--- config.mk ---
export PLATFORM = sky130hd
export DESIGN_NAME = noc_network_interface
export DESIGN_NICKNAME = d
export VERILOG_FILES = /design/src/rtl/noc_network_interface.sv
export SDC_FILE = /design/constraint.sdc
export NUM_CORES = 1
export LEC_CHECK = 0
export CAP_MARGIN = 30
export CORE_MARGIN = 2
export CORE_UTILIZATION = 45
export DETAILED_ROUTE_END_ITERATION = 10
export GPL_ROUTABILITY_DRIVEN = 0
export PLACE_DENSITY = 0.83
export SYNTH_ARGS = -nofsm -noshare
export SYNTH_HDL_FRONTEND = slang
export SYNTH_SLANG_ARGS = --single-unit
--- constraint.sdc ---
create_clock -name clk -period 2.24 [get_ports clk]
set_input_delay 0.224 -clock clk [delete_from_list [all_inputs] [get_ports clk]]
set_output_delay 0.224 -clock clk [all_outputs]
set_load 0.01 [all_outputs]
--- src/rtl/noc_network_interface.sv ---
// rtl/noc_network_interface.sv - neuron-core to router local-port network interface
// TX spike packetiser and RX destination filter, each behind its own first-word fall-through FIFO.

module nif_fifo #(
  parameter int WIDTH = 32,
  parameter int DEPTH = 4
) (
  input  logic             clk,
  input  logic             rst,
  input  logic             push,
  input  logic [WIDTH-1:0] push_data,
  input  logic             pop,
  output logic [WIDTH-1:0] head,
  output logic             empty,
  output logic             full
);
  localparam int AW = (DEPTH > 1) ? $clog2(DEPTH) : 1;
  localparam int CW = AW + 1;

  logic [WIDTH-1:0] mem [DEPTH];
  logic [AW-1:0]    wr_ptr;
  logic [AW-1:0]    rd_ptr;
  logic [CW-1:0]    count;

  assign empty = (count == '0);
  assign full  = (count == CW'(DEPTH));
  assign head  = mem[rd_ptr];

  // Callers gate push with !full and pop with !empty, so no overflow guard here.
  always_ff @(posedge clk) begin
    if (rst) begin
      wr_ptr <= '0;
      rd_ptr <= '0;
      count  <= '0;
    end else begin
      if (push) begin
        wr_ptr <= wr_ptr + AW'(1);
      end
      if (pop) begin
        rd_ptr <= rd_ptr + AW'(1);
      end
      if (push && !pop) begin
        count <= count + CW'(1);
      end else if (pop && !push) begin
        count <= count - CW'(1);
      end
    end
  end

  always_ff @(posedge clk) begin
    if (push) begin
      mem[wr_ptr] <= push_data;
    end
  end
endmodule

module noc_network_interface #(
  parameter int ROUTER_ADDR_WIDTH = 4,
  parameter int TX_DEPTH          = 4,
  parameter int RX_DEPTH          = 2
) (
  input  logic                         clk,
  input  logic                         rst,
  input  logic [ROUTER_ADDR_WIDTH-1:0] router_addr,
  input  logic [ROUTER_ADDR_WIDTH-1:0] core_tx_dest,
  input  logic [15:0]                  core_tx_neuron,
  input  logic                         core_tx_valid,
  output logic                         core_tx_ready,
  output logic [31:0]                  noc_tx_packet,
  output logic                         noc_tx_valid,
  input  logic                         noc_tx_ready,
  input  logic [31:0]                  noc_rx_packet,
  input  logic                         noc_rx_valid,
  output logic                         noc_rx_ready,
  output logic [15:0]                  core_rx_neuron,
  output logic                         core_rx_valid,
  input  logic                         core_rx_ready,
  output logic [7:0]                   rx_misroute_count
);
  logic tx_empty, tx_full, tx_push, tx_pop;
  logic rx_empty, rx_full, rx_push, rx_pop;
  logic rx_accept, rx_addr_match;
  logic [31:0] tx_packet_in;

  // Readies depend only on state and rst, never on the matching valid.
  assign core_tx_ready = !rst && !tx_full;
  assign noc_rx_ready  = !rst && !rx_full;

  assign tx_packet_in = {core_tx_dest, 12'h000, core_tx_neuron};
  assign tx_push      = core_tx_valid && core_tx_ready;
  assign noc_tx_valid = !tx_empty;
  assign tx_pop       = noc_tx_valid && noc_tx_ready;

  nif_fifo #(
    .WIDTH (32),
    .DEPTH (TX_DEPTH)
  ) u_tx_fifo (
    .clk       (clk),
    .rst       (rst),
    .push      (tx_push),
    .push_data (tx_packet_in),
    .pop       (tx_pop),
    .head      (noc_tx_packet),
    .empty     (tx_empty),
    .full      (tx_full)
  );

  assign rx_accept     = noc_rx_valid && noc_rx_ready;
  assign rx_addr_match = (noc_rx_packet[31:28] == router_addr);
  assign rx_push       = rx_accept && rx_addr_match;
  assign core_rx_valid = !rx_empty;
  assign rx_pop        = core_rx_valid && core_rx_ready;

  nif_fifo #(
    .WIDTH (16),
    .DEPTH (RX_DEPTH)
  ) u_rx_fifo (
    .clk       (clk),
    .rst       (rst),
    .push      (rx_push),
    .push_data (noc_rx_packet[15:0]),
    .pop       (rx_pop),
    .head      (core_rx_neuron),
    .empty     (rx_empty),
    .full      (rx_full)
  );

  // Misrouted packets are still consumed from the router so they cannot block the port.
  always_ff @(posedge clk) begin
    if (rst) begin
      rx_misroute_count <= 8'h00;
    end else if (rx_accept && !rx_addr_match && (rx_misroute_count != 8'hFF)) begin
      rx_misroute_count <= rx_misroute_count + 8'h01;
    end
  end
endmodule
# ---- Word-level counts from Yosys, hierarchy flattened
# Memory sizes are Yosys's and may differ from the RTL's. A register that Yosys moved wholly into a read port is not among the register bits.
# Index checks and enable logic that the tools add are counted.
dict set report op_classes {
  n_addsub 9
  multipliers 0
  div_mod_pow 0
  magnitude_cmp 0
  n_eq_ne 4
  shift 0
  mux 12
  bitwise_logic 0
  reduce_logical 27
}
# op n
set ops {}
lappend ops {{logical AND 1 bit} 13}
lappend ops {{zero test 1 bit} 10}
lappend ops {{adder 8 x 1 -> 8 bit, second input constant} 1}
lappend ops {{two-way mux 2 bit} 4}
lappend ops {{inequality test 8 bit, second input constant} 1}
lappend ops {{adder 2 x 1 -> 2 bit, second input constant} 3}
lappend ops {{two-way mux 1 bit} 6}
lappend ops {{two-way mux 3 bit} 2}
lappend ops {{equality test 4 bit} 1}
lappend ops {{nonzero test 2 bit} 2}
lappend ops {{adder 3 x 1 -> 3 bit, second input constant} 1}
lappend ops {{equality test 3 bit, second input constant} 1}
lappend ops {{zero test 3 bit} 1}
lappend ops {{subtractor 3 x 1 -> 3 bit, second input constant} 1}
lappend ops {{adder 1 bit, second input constant} 2}
lappend ops {{equality test 2 bit, second input constant} 1}
lappend ops {{zero test 2 bit} 1}
lappend ops {{subtractor 2 x 1 -> 2 bit, second input constant} 1}
dict set report word_totals {
  regBits 19
  latchBits 0
  ram_bits 112
  rom_bits 0
  input_bits 62
  out_inout_bits 60
  elab_cells 61
  n_memories 2
}
# memory words word_bits rd rd_ports_with_merged_regs wr line_no
set mem_list {}
lappend mem_list {u_tx_fifo.mem 4 20 1 1 1 20} ;# logic [WIDTH-1:0] mem [DEPTH];
lappend mem_list {u_rx_fifo.mem 2 16 1 1 1 20}

# ---- Longest topological paths before layout
dict set report logic_depth {
  word_depth 9
  depth_mapped 10
  mapped_depth_nobuf 9
}

# ---- Hierarchy
# From an unflattened synthesis, not the netlist that was laid out.
dict set report unflattened {
  hier_cells 343
  hier_area_um2 6964.2
}
# module instances cells_per_inst area_per_inst_um2 seq_area_each_um2
set modules_own_cells {}
lappend modules_own_cells {{nif_fifo (u_tx_fifo)} 1 211 5087.4 4023.9}
lappend modules_own_cells {{nif_fifo (u_rx_fifo)} 1 72 1361.3 1061.0}
lappend modules_own_cells {noc_network_interface 1 60 515.5 160.2}

# ---- Least setup slack after synthesis
# No wires, ideal clock.
dict set report synth_timing {
  path_type {register to register}
  start {reg u_tx_fifo.count[0]}
  end {reg u_tx_fifo.count[2]}
  setup_time_ns 0.071
  t_arrival_ns 2.303
  required_ns 2.169
  slack_ns -0.133
  path_stages_with_launch 11
  n_path_buf 1
  synth_period_minus_slack_ns 2.373
  path_cell_list {dfxtp_1 -> nor2_1 -> a21oi_1 -> and2_1 -> clkbuf_1 -> ha_1 -> inv_1 -> fa_1 -> xor2_1 -> or3_1 -> a21oi_1}
}
dict set report synth_between {
  elab_chain_len 7
  elab_cells_between_ends 16
  cone_classes {add/sub: 2; eq/ne: 1; mux: 2; reduce/logical: 11}
}
# item line_no
set synth_rtl {}
lappend synth_rtl {{start, declared} 23} ;# logic [CW-1:0] count;
lappend synth_rtl {{start signal, assigned} 43} ;# count <= count + CW'(1);
lappend synth_rtl {{start signal, assigned} 45} ;# count <= count - CW'(1);
lappend synth_rtl {{equality test 3 bit *} 26} ;# assign full = (count == CW'(DEPTH));
lappend synth_rtl {{zero test 1 bit *} 86} ;# assign core_tx_ready = !rst && !tx_full;
lappend synth_rtl {{logical AND 1 bit *} 86}
lappend synth_rtl {{net core_tx_ready} 68} ;# output logic core_tx_ready,
lappend synth_rtl {{logical AND 1 bit *} 90} ;# assign tx_push = core_tx_valid && core_tx_ready;
lappend synth_rtl {{net tx_push} 80} ;# logic tx_empty, tx_full, tx_push, tx_pop;
lappend synth_rtl {{zero test 1 bit} 44} ;# end else if (pop && !push) begin
lappend synth_rtl {{logical AND 1 bit} 44}
lappend synth_rtl {{nonzero test 2 bit (no source line)} -}
# The timed path passes the listed nets; every way through them passes the cells marked *. The select of a mux whose other input is x is not followed.
# A chain may end at the register's enable or synchronous reset.

==> flow_metrics.py <==
metrics = {
    "setup_path": {
        "critPathMaxStageDelay_ns": 0.50,
        "crit_path_end_kind": "output pin",
        "r2r_start": "u_tx_fifo.count[2]",
        "endpoint": "noc_tx_packet[8]",
        "ff2ff_path_depth": 8,
        "rr_endpoint": "u_tx_fifo.count[2]",
        "cp.depth": 3,
        "critical_path_class": "register to output pin",
        "cp-start-kind": "register",
        "path_buf_inv": 2,
        "arrival_ns": 1.94,
        "path_cells": "buf_12 > mux4_2 > clkdlybuf4s50_1",
        "cp_slowest_cell": "mux4_2",
        "crit_required_ns": 2.02,
        "cp_max_fo": 10,
        "crit_family": "buffers and inverters",
        "r2r_slack_ns": 0.12,
    },
    "clock_tree": {
        "clk_pin_slew_ns": 0.06,
        "root_buffer": "clkbuf_16",
        "clockBufferDepth": 2,
        "cts_tree": "yes",
        "cts_buffers": 17,
        "clk_latency_ns": 0.41,
        "htreeDepth": 4,
        "hold_buffers": 0,
        "cts_setup_buffers": 0,
        "clkSinkCount": 134,
    },
    "finish": {
        "fin_util_pct": 62.3,
        "layout_commonest_cell": "edfxtp_1",
        "syn_to_final_growth_pct": 35.8,
        "diodes": 0,
        "final_cell_mix": "edfxtp_1, clkdlybuf4s50_1, dfxtp_1",
        "layout-drive-gt1-share_pct": 21.4,
        "fin_nets": 478,
    },
    "floorplan": {
        "dieArea_sq_um": 12500,
        "fp.dieW_um": 112,
        "num_rows": 39,
        "start_util_pct": 45.9,
        "io_pins": 122,
        "die_h_um": 112,
        "core_area_sq_um": 11400,
    },
    "route": {
        "wl_met2_um": 4710,
        "first_pass_iters": 4,
        "viasPerCell": 4.99,
        "routed_wl_um": 9120,
        "remaining_drc_errors": 0,
        "drt-initial-drc-count": 89,
        "wl_met1_um": 3740,
        "routedWlPerCell_um": 16.2,
        "top_layer": "met4",
        "wl_met3_um": 571,
        "postRouteAntennaNets": 0,
        "vias": 2808,
    },
    "timing": {
        "setup_viol": 0,
        "tns_ns": 0,
        "drv_slew": 0,
        "fin_skew_ns": 0.0105,
        "hold_viol": 0,
        "period_share_pct": 96.4,
        "max_freq_mhz": 463,
        "min_period_ns": 2.16,
        "rsz0062_at_grt": "false",
    },
    "grt": {
        "grt_first_pass_wirelength_um": 14300,
        "antenna_found_initial": 0,
        "gr-total-overflow": 0,
        "grt_max_degree": 21,
        "grtUsageTotal_pct": 15.0,
        "grt_pass1_vias": 2934,
    },
    "synthesis": {
        "ys_warn_count": 0,
        "synth_area_sq_um": 5240,
        "synth-edff-count": 112,
        "synth_top_area_share_pct": 64.1,
        "ys_types": 38,
        "avgSynthCellArea_sq_um": 18.5,
        "synthCells": 284,
        "synth_area_leaders": "edfxtp_1, mux4_2, dfxtp_1",
        "synth_ff_type": "edfxtp_1",
        "ys_seq_elements": 134,
        "ys_seq_area_share_pct": 72.5,
        "async_reset_ff_share_pct": 0,
        "yosys.area.top_type": "edfxtp_1",
    },
    "min_path": {
        "hp-class": "primary input to register",
    },
    "place": {
        "post-dp-hpwl_um": 5920,
        "io_buffers": 97,
    },
    "power_and_ir_drop": {
        "powerDensity_nw_per_um2": 1040,
        "internal-power_w": 0.00574,
        "pwr-share-clk_pct": 39.2,
        "swShare_pct": 22.7,
        "combPwrFrac_pct": 21.0,
        "p_seq_share_pct": 39.8,
        "leakagePower_nw": 2.50,
        "peakVddDrop_uv": 608,
        "p_sw_w": 0.00168,
    },
    "job": {
        "drv_cap": 0,
    },
    "run_status": {
        "status": "complete, no violations",
    },
}
## layer usage
layer  up-vias  track usage (%)
met4         0             5.85
li1       1320                -
met2        90             25.8
met3         8             5.82
met1      1390             16.9
met5         -                0
## synth_stat cells, types with 2 or more instances
| cell type | n |
|---|---|
| edfxtp_1 | 112 |
| dfxtp_1 | 22 |
| mux4_2 | 20 |
| mux2_2 | 16 |
| nor2_1 | 16 |
| buf_4 | 12 |
| xor2_1 | 11 |
| ha_1 | 7 |
| nand2_1 | 6 |
| and3_1 | 5 |
| clkbuf_1 | 5 |
| mux2i_1 | 5 |
| xnor2_1 | 5 |
| inv_1 | 4 |
| a21oi_1 | 3 |
| nand2b_1 | 3 |
| nand3_1 | 3 |
| or3_1 | 3 |
| and2_1 | 2 |
| and4_1 | 2 |
| buf_1 | 2 |
| buf_2 | 2 |
| nor2b_1 | 2 |
| o21ai_0 | 2 |
## metrics by stage
step                setup WS, ns  instance area, sq um  std cells  total power (W)  hold slack [ns]
finish                    0.0803                  7120        563          0.00742            0.397
detailed placement        -0.100                  6480        531          0.00460            0.491
floorplan                -0.0166                  5290        295          0.00386            0.323
global placement         -0.0128                  6480        531          0.00456            0.474
global route             0.00773                  7120        563          0.00772            0.391
CTS                      0.00258                  7080        562          0.00746            0.372
## worst reg2reg max path: cells and delay by family, from the launching register on
family	cells	cell delay (ns)
AOI/OAI and AO/OA	1	0.14
xor gates and xnor gates	1	0.16
adders and majority gates	2	0.55
buffers and inverters	1	0.06
DFF	1	0.33
and+or+nand+nor	3	0.82
## power groups by stage
stage / Combinational [W] / Clock (W) / Sequential [W]
floorplan: 0.000891 / 0 / 0.00297
global placement: 0.00159 / 0 / 0.00298
detailed placement: 0.00161 / 0 / 0.00299
CTS: 0.00154 / 0.00298 / 0.00294
global route: 0.00167 / 0.00308 / 0.00297
finish: 0.00156 / 0.00291 / 0.00295
## how the worst min path moves through the flow
stage | from | slack [ns] | end | cells after the start
6_report | noc_rx_packet[4] | 0.40 | u_rx_fifo.mem[1][4] | 1
5_1_grt | noc_rx_packet[4] | 0.39 | u_rx_fifo.mem[0][4] | 1
4_1_cts | noc_rx_packet[4] | 0.37 | u_rx_fifo.mem[0][4] | 1
3_5_place_dp | u_rx_fifo.count[1] | 0.49 | u_rx_fifo.count[1] | 2
3_3_place_gp | u_rx_fifo.count[1] | 0.47 | u_rx_fifo.count[1] | 2
2_1_floorplan | noc_rx_packet[0] | 0.32 | u_rx_fifo.mem[0][0] | 0
## repair_timing
action,CTS,global route
gates cloned,0,1
resized for setup,13,4
setup endpoints to repair,13,8
## cells by family after synthesis
kind of cell / share of synthesized area (%)
buffers and inverters: 2.70
AND/OR/NAND/NOR: 6.11
flip-flops: 72.5
AO/OA/AOI/OAI: 0.883
other: 0.0715
XOR/XNOR: 2.67
adder cells (fa/ha/maj): 2.05
multiplexers: 13.0
## flip-flops by register name, summed over array words and instances, names as in the netlist, named ones only
register / cells
rx_misroute_count: 8
u_rx_fifo.count: 2
u_rx_fifo.mem: 32
u_rx_fifo.rd_ptr: 1
u_rx_fifo.wr_ptr: 1
u_tx_fifo.count: 3
u_tx_fifo.mem: 80
u_tx_fifo.rd_ptr: 2
u_tx_fifo.wr_ptr: 2
## layout make-up
class,count,area (sq um)
clock buffer,21,440
clock inverter,10,179
fill,854,4300
inverter,4,15.0
multi-input combinational,136,1350
sequential,134,3800
tap,143,179
timing repair buffer,115,1150
Note: power is estimated with default switching activity, not from simulation.
==> patch 1 (same settings) <==
Reset style: asynchronous (`rst`), changed in 2 clocked blocks.
--- a/src/rtl/noc_network_interface.sv
+++ b/src/rtl/noc_network_interface.sv
@@ -29,3 +29,3 @@
   // Callers gate push with !full and pop with !empty, so no overflow guard here.
-  always_ff @(posedge clk) begin
+  always_ff @(posedge clk or posedge rst) begin
     if (rst) begin
@@ -128,3 +128,3 @@
   // Misrouted packets are still consumed from the router so they cannot block the port.
-  always_ff @(posedge clk) begin
+  always_ff @(posedge clk or posedge rst) begin
     if (rst) begin
Function: differs if rst is asserted again (counterexample within 4 cycles, from zero or initial values and one cycle with rst high); with rst held inactive, the same outputs for 4 cycles.
==> patch 1 against the original RTL <==
Routed wire length up 1.1%; setup slack gained 35 ps; via count shrank 3.4%; highest routed layer unchanged; sequential cell count fell by 3; power increased by 12%; design area is 2.2% lower; worst hold slack got worse by 2.7 ps; synthesized area fell by 1.3%.
==> patch 1: results (changes against the original RTL) <==
result of the run finished, final reports clean (unchanged); gr usage total 0.162 (was 0.150); Synth Area in Adders 0.0208 (was 0.0205); ys flop type edfxtp_1 (unchanged); Initial DRC Count 103 (was 89); worst reg2reg startpoint u_tx_fifo.count[0] (was u_tx_fifo.count[2]); setup repair bufs after CTS 0 (unchanged); Worst R2R End u_tx_fifo.count[2] (unchanged); synth unique cells 34 (was 38); Synth area leaders edfxtp_1 65%, dfrtp_1 9.2%, mux4_2 8.7%, mux2_2 3.9%, xnor2_1 1.9% (was edfxtp_1 64%, mux4_2 8.6%, dfxtp_1 8.4%, mux2_2 3.4%, xor2_1 1.8%); n_diodes 0 (unchanged); Critical Path Max Stage Delay 550 ps (was 500 ps); post-synthesis sequential area ratio 0.742 (was 0.725); first-pass GRT wire length 15.1 mm (was 14.3 mm); PostCTS Resize Cnt 20 (was 13); Synth Area in Compound Gates 0.00967 (was 0.00883); Final HPWL DP 6.13 mm (was 5.92 mm); fin nets 456 (was 478); grt met3 use 0.0629 (was 0.0582); layout cell share with drive strength beyond 1 0.219 (was 0.214); top cell family by delay on the critical path multiplexers (was buffers and inverters); vias in the first global route 3,006 (was 2,934); Max VDD drop 0.000564 V (was 0.000608 V); Hold Slack 395 ps (was 397 ps); XOR/XNOR Fraction of Synth Area 0.0339 (was 0.0267); Arrival @ worst endpoint 1900 ps (was 1940 ps); routing usage on met2 0.270 (was 0.258); Async SR Flop Fraction 0.145 (was 0); DRT Wirelength 9.22 mm (was 9.12 mm); Min-Delay Startpoint noc_rx_packet[0] (was noc_rx_packet[4]); multiplexer area fraction after synthesis 0.128 (was 0.130); synth cell count leaders 112 x edfxtp_1, 20 x mux4_2, 19 x dfrtp_1 (was 112 x edfxtp_1, 22 x dfxtp_1, 20 x mux4_2); post-synth top area share 0.650 (was 0.641); clk_skew 9.98 ps (was 10.5 ps); CTS H-tree lvls 4 (unchanged); hold endpoint u_rx_fifo.mem[1][0] (was u_rx_fifo.mem[1][4]); reg2reg setup slack 150 ps (was 120 ps); dpl cell area 6380 um^2 (was 6480 um^2); grt met1 use 0.191 (was 0.169); vias post-DR 2,713 (was 2,808); CP Max Fanout 20 (was 10)
## patch 1: cell types whose count changed in the layout (fill, tap and decap cells not counted), moves of 5 or more
cell,before,now
clkdlybuf4s50_1,83,77
dfrtp_1,0,19
dfxtp_1,21,0
dlygate4sd2_1,13,20
mux2i_1,5,0
nor2_1,16,4
xnor2_1,5,11
## patch 1: worst register-to-register path, stage by stage (launching register included)
cell and delay [ps]:
dfrtp_1 430, or3_1 430, nand2_1 120, ha_1 200, inv_1 60, fa_1 370
xor2_1 150, nor2_1 110, xor2_1 150
## patch 1: worst max-delay path by stage
stage                        start                 end  slack [ps]  depth (start not counted)
6_report       u_tx_fifo.rd_ptr[0]    noc_tx_packet[8]         120                          3
5_1_grt         u_tx_fifo.count[0]  u_tx_fifo.count[2]          10                          8
4_1_cts        u_tx_fifo.rd_ptr[0]    noc_tx_packet[8]          80                          3
3_5_place_dp                   rst  u_tx_fifo.count[2]         110                          9
3_3_place_gp                   rst  u_tx_fifo.count[2]         120                          9
2_1_floorplan   u_tx_fifo.count[0]  u_tx_fifo.count[2]          90                          9
## patch 1: cell type report
| type | instances | area [um^2] |
|---|---|---|
| timing repair buffer | 110 | 1070 |
| fill | 837 | 4360 |
| clock inverter | 12 | 183 |
| sequential | 131 | 3840 |
| clock buffer | 18 | 429 |
| multi-input combinational | 121 | 1250 |
| tap | 143 | 179 |
| inverter | 5 | 18.8 |
## patch 1: report_power, final
group	internal (mW)	leakage (nW)	switching, mW
Clock	1.86	0.289	0.973
Combinational	1.26	0.970	1.02
Sequential	2.98	1.24	0.205
## patch 1: cells by family (layout without fill, tap and decap cells)
group / count (synthesis) / in the layout
compound gates: 6 / 6
xor+xnor: 20 / 20
fa+ha+maj: 8 / 8
buf+inv: 23 / 145
flops: 131 / 131
mux: 39 / 39
other cells: 1 / 12
simple gates: 36 / 36
## patch 1: layer usage
layer	part of all wire	routed length, um
met1	0.41	3740
met2	0.52	4790
met3	0.066	606
met4	0.0095	88
met5	0	0
## patch 1: per-stage QoR
stage          std cells   util  setup WS, ps
6_report             540  0.615           115
5_1_grt              540  0.615          14.2
4_1_cts              540  0.615          78.1
3_5_place_dp         510  0.563           114
3_3_place_gp         510  0.563           115
2_1_floorplan        275      -          91.0
==> patch 2 (config.mk and constraints unchanged) <==
Without the edit above. Put one more register stage on the output `rx_misroute_count`, cleared by the reset. The value now appears one clock later. The other outputs are not delayed to match.
--- a/src/rtl/noc_network_interface.sv
+++ b/src/rtl/noc_network_interface.sv
@@ -79,2 +79,4 @@
 );
+
+  logic [7:0] rx_misroute_count_s0;
   logic tx_empty, tx_full, tx_push, tx_pop;
@@ -130,7 +132,15 @@
     if (rst) begin
-      rx_misroute_count <= 8'h00;
-    end else if (rx_accept && !rx_addr_match && (rx_misroute_count != 8'hFF)) begin
-      rx_misroute_count <= rx_misroute_count + 8'h01;
+      rx_misroute_count_s0 <= 8'h00;
+    end else if (rx_accept && !rx_addr_match && (rx_misroute_count_s0 != 8'hFF)) begin
+      rx_misroute_count_s0 <= rx_misroute_count_s0 + 8'h01;
     end
   end
+  always_ff @(posedge clk) begin
+    if (rst) begin
+      rx_misroute_count <= '0;
+    end else begin
+      rx_misroute_count <= rx_misroute_count_s0;
+    end
+  end
+
 endmodule
Behaviour: not the same (a bounded check fails within 4 cycles, from zero or initial values and one cycle with rst high).
==> patch 2 against the original RTL <==
Non-clock buffer count fell by 1; worst hold slack got worse by 5.6 ps; critical path depth is 5 higher; sequential share of layout area grew 0.46 points; maximum frequency rose by 0.35%; clock skew is 4.5 ps lower; power rose by 1.9%; synthesized area increased by 4.3%; sequential cell count increased by 8; routed wire length is 6.0% higher; die area increased by 4.2%; design area up 3.4%; setup slack improved by 7.5 ps; critical path type is now reg -> reg; largest power group unchanged; highest routed layer unchanged.
==> patch 2: results (changes against the original RTL) <==
clk_skew 6.03 ps (was 10.5 ps); DRT Wirelength 9.67 mm (was 9.12 mm); XOR/XNOR Fraction of Synth Area 0.0192 (was 0.0267); M1 WL 4.05 mm (was 3.74 mm); Clock-cell share 0.0826 (was 0.0870); Inverters, non-clock 7 (was 4); layout cell share with drive strength beyond 1 0.205 (was 0.214); PostCTS Resize Cnt 19 (was 13); Max VDD drop 0.000687 V (was 0.000608 V); Multi-input comb cells 151 (was 136); grt met1 use 0.180 (was 0.169); routing usage on met2 0.263 (was 0.258); vias post-DR 3,016 (was 2,808); largest net degree at the start of global routing 30 (was 21); fin nets 503 (was 478); Net Switching 1.73 mW (was 1.68 mW); reg2reg setup slack 90 ps (was 120 ps); result of the run finished, final reports clean (unchanged); fraction of area in multi-input gates 0.189 (was 0.190); Initial DRC Count 167 (was 89); post-synthesis sequential area ratio 0.725 (about the same); Top Registers u_tx_fifo.mem: 80 flops, u_rx_fifo.mem: 32 flops (was u_tx_fifo.mem: 80 flops, u_rx_fifo.mem: 32 flops, rx_misroute_count: 8 flops); Synth area leaders edfxtp_1 61%, dfxtp_1 11%, mux4_2 8.2%, mux2_2 4.1%, buf_4 1.6% (was edfxtp_1 64%, mux4_2 8.6%, dfxtp_1 8.4%, mux2_2 3.4%, xor2_1 1.8%); synthesized instance count 311 (was 284); Synth Area in Adders 0.0197 (was 0.0205); fin cells 591 (was 563); Non-clk bufs 114 (was 115); Seq/total area 0.539 (was 0.534); DP Cell Count 560 (was 531); Arrival @ worst endpoint 2490 ps (was 1940 ps); detailed-routed wire length on met3 529 um (was 571 um); first-pass GRT wire length 15.1 mm (was 14.3 mm); vias in the first global route 3,063 (was 2,934); hold endpoint u_rx_fifo.mem[0][6] (was u_rx_fifo.mem[1][4]); Filler cells 863 (was 854); Detail Route met2 WL 4.95 mm (was 4.71 mm); Final HPWL DP 6.22 mm (was 5.92 mm); Leakage 2.57 nW (was 2.50 nW); Non-clock buffer share 0.161 (about the same); Synth Area in Compound Gates 0.0185 (was 0.00883); grt met3 use 0.0598 (was 0.0582)
[patch 2: worst max-delay path by stage]
stage / depth (start not counted) / start / to
2_1_floorplan: 8 / u_tx_fifo.count[0] / u_tx_fifo.count[2]
3_3_place_gp: 9 / core_tx_valid / u_tx_fifo.count[2]
3_5_place_dp: 9 / core_tx_valid / u_tx_fifo.count[2]
4_1_cts: 3 / flop / noc_tx_packet[31]
5_1_grt: 8 / u_tx_fifo.count[2] / u_tx_fifo.count[2]
6_report: 8 / u_tx_fifo.count[2] / u_tx_fifo.count[2]
[patch 2: through the flow]
| step | instance area, um^2 | hold WS (ps) | worst slack [ps] | power [mW] | util |
|---|---|---|---|---|---|
| 2_1_floorplan | 5510 | 305 | 90.4 | 4.00 | - |
| 3_3_place_gp | 6740 | 471 | 33.9 | 4.70 | 0.563 |
| 3_5_place_dp | 6740 | 489 | -51.8 | 4.75 | 0.563 |
| 4_1_cts | 7320 | 362 | 1.95 | 7.58 | 0.612 |
| 5_1_grt | 7360 | 378 | 4.01 | 7.88 | 0.615 |
| 6_report | 7360 | 392 | 87.8 | 7.56 | 0.615 |
[patch 2: worst max-delay path, cell delays in order, from the launching register on]
cell and delay [ps]:
dfxtp_2 340, or3_4 400, nand2_1 110, ha_1 180, inv_1 60, fa_1 370
xor2_1 160, or3_1 340, a21oi_2 130
[patch 2: power groups by stage]
stage | logic [mW] | clock network (mW) | registers, mW
6_report | 1.54 | 2.92 | 3.10
3_3_place_gp | 1.58 | 0 | 3.12
2_1_floorplan | 0.887 | 0 | 3.11
5_1_grt | 1.67 | 3.10 | 3.12
4_1_cts | 1.51 | 2.98 | 3.08
3_5_place_dp | 1.62 | 0 | 3.13
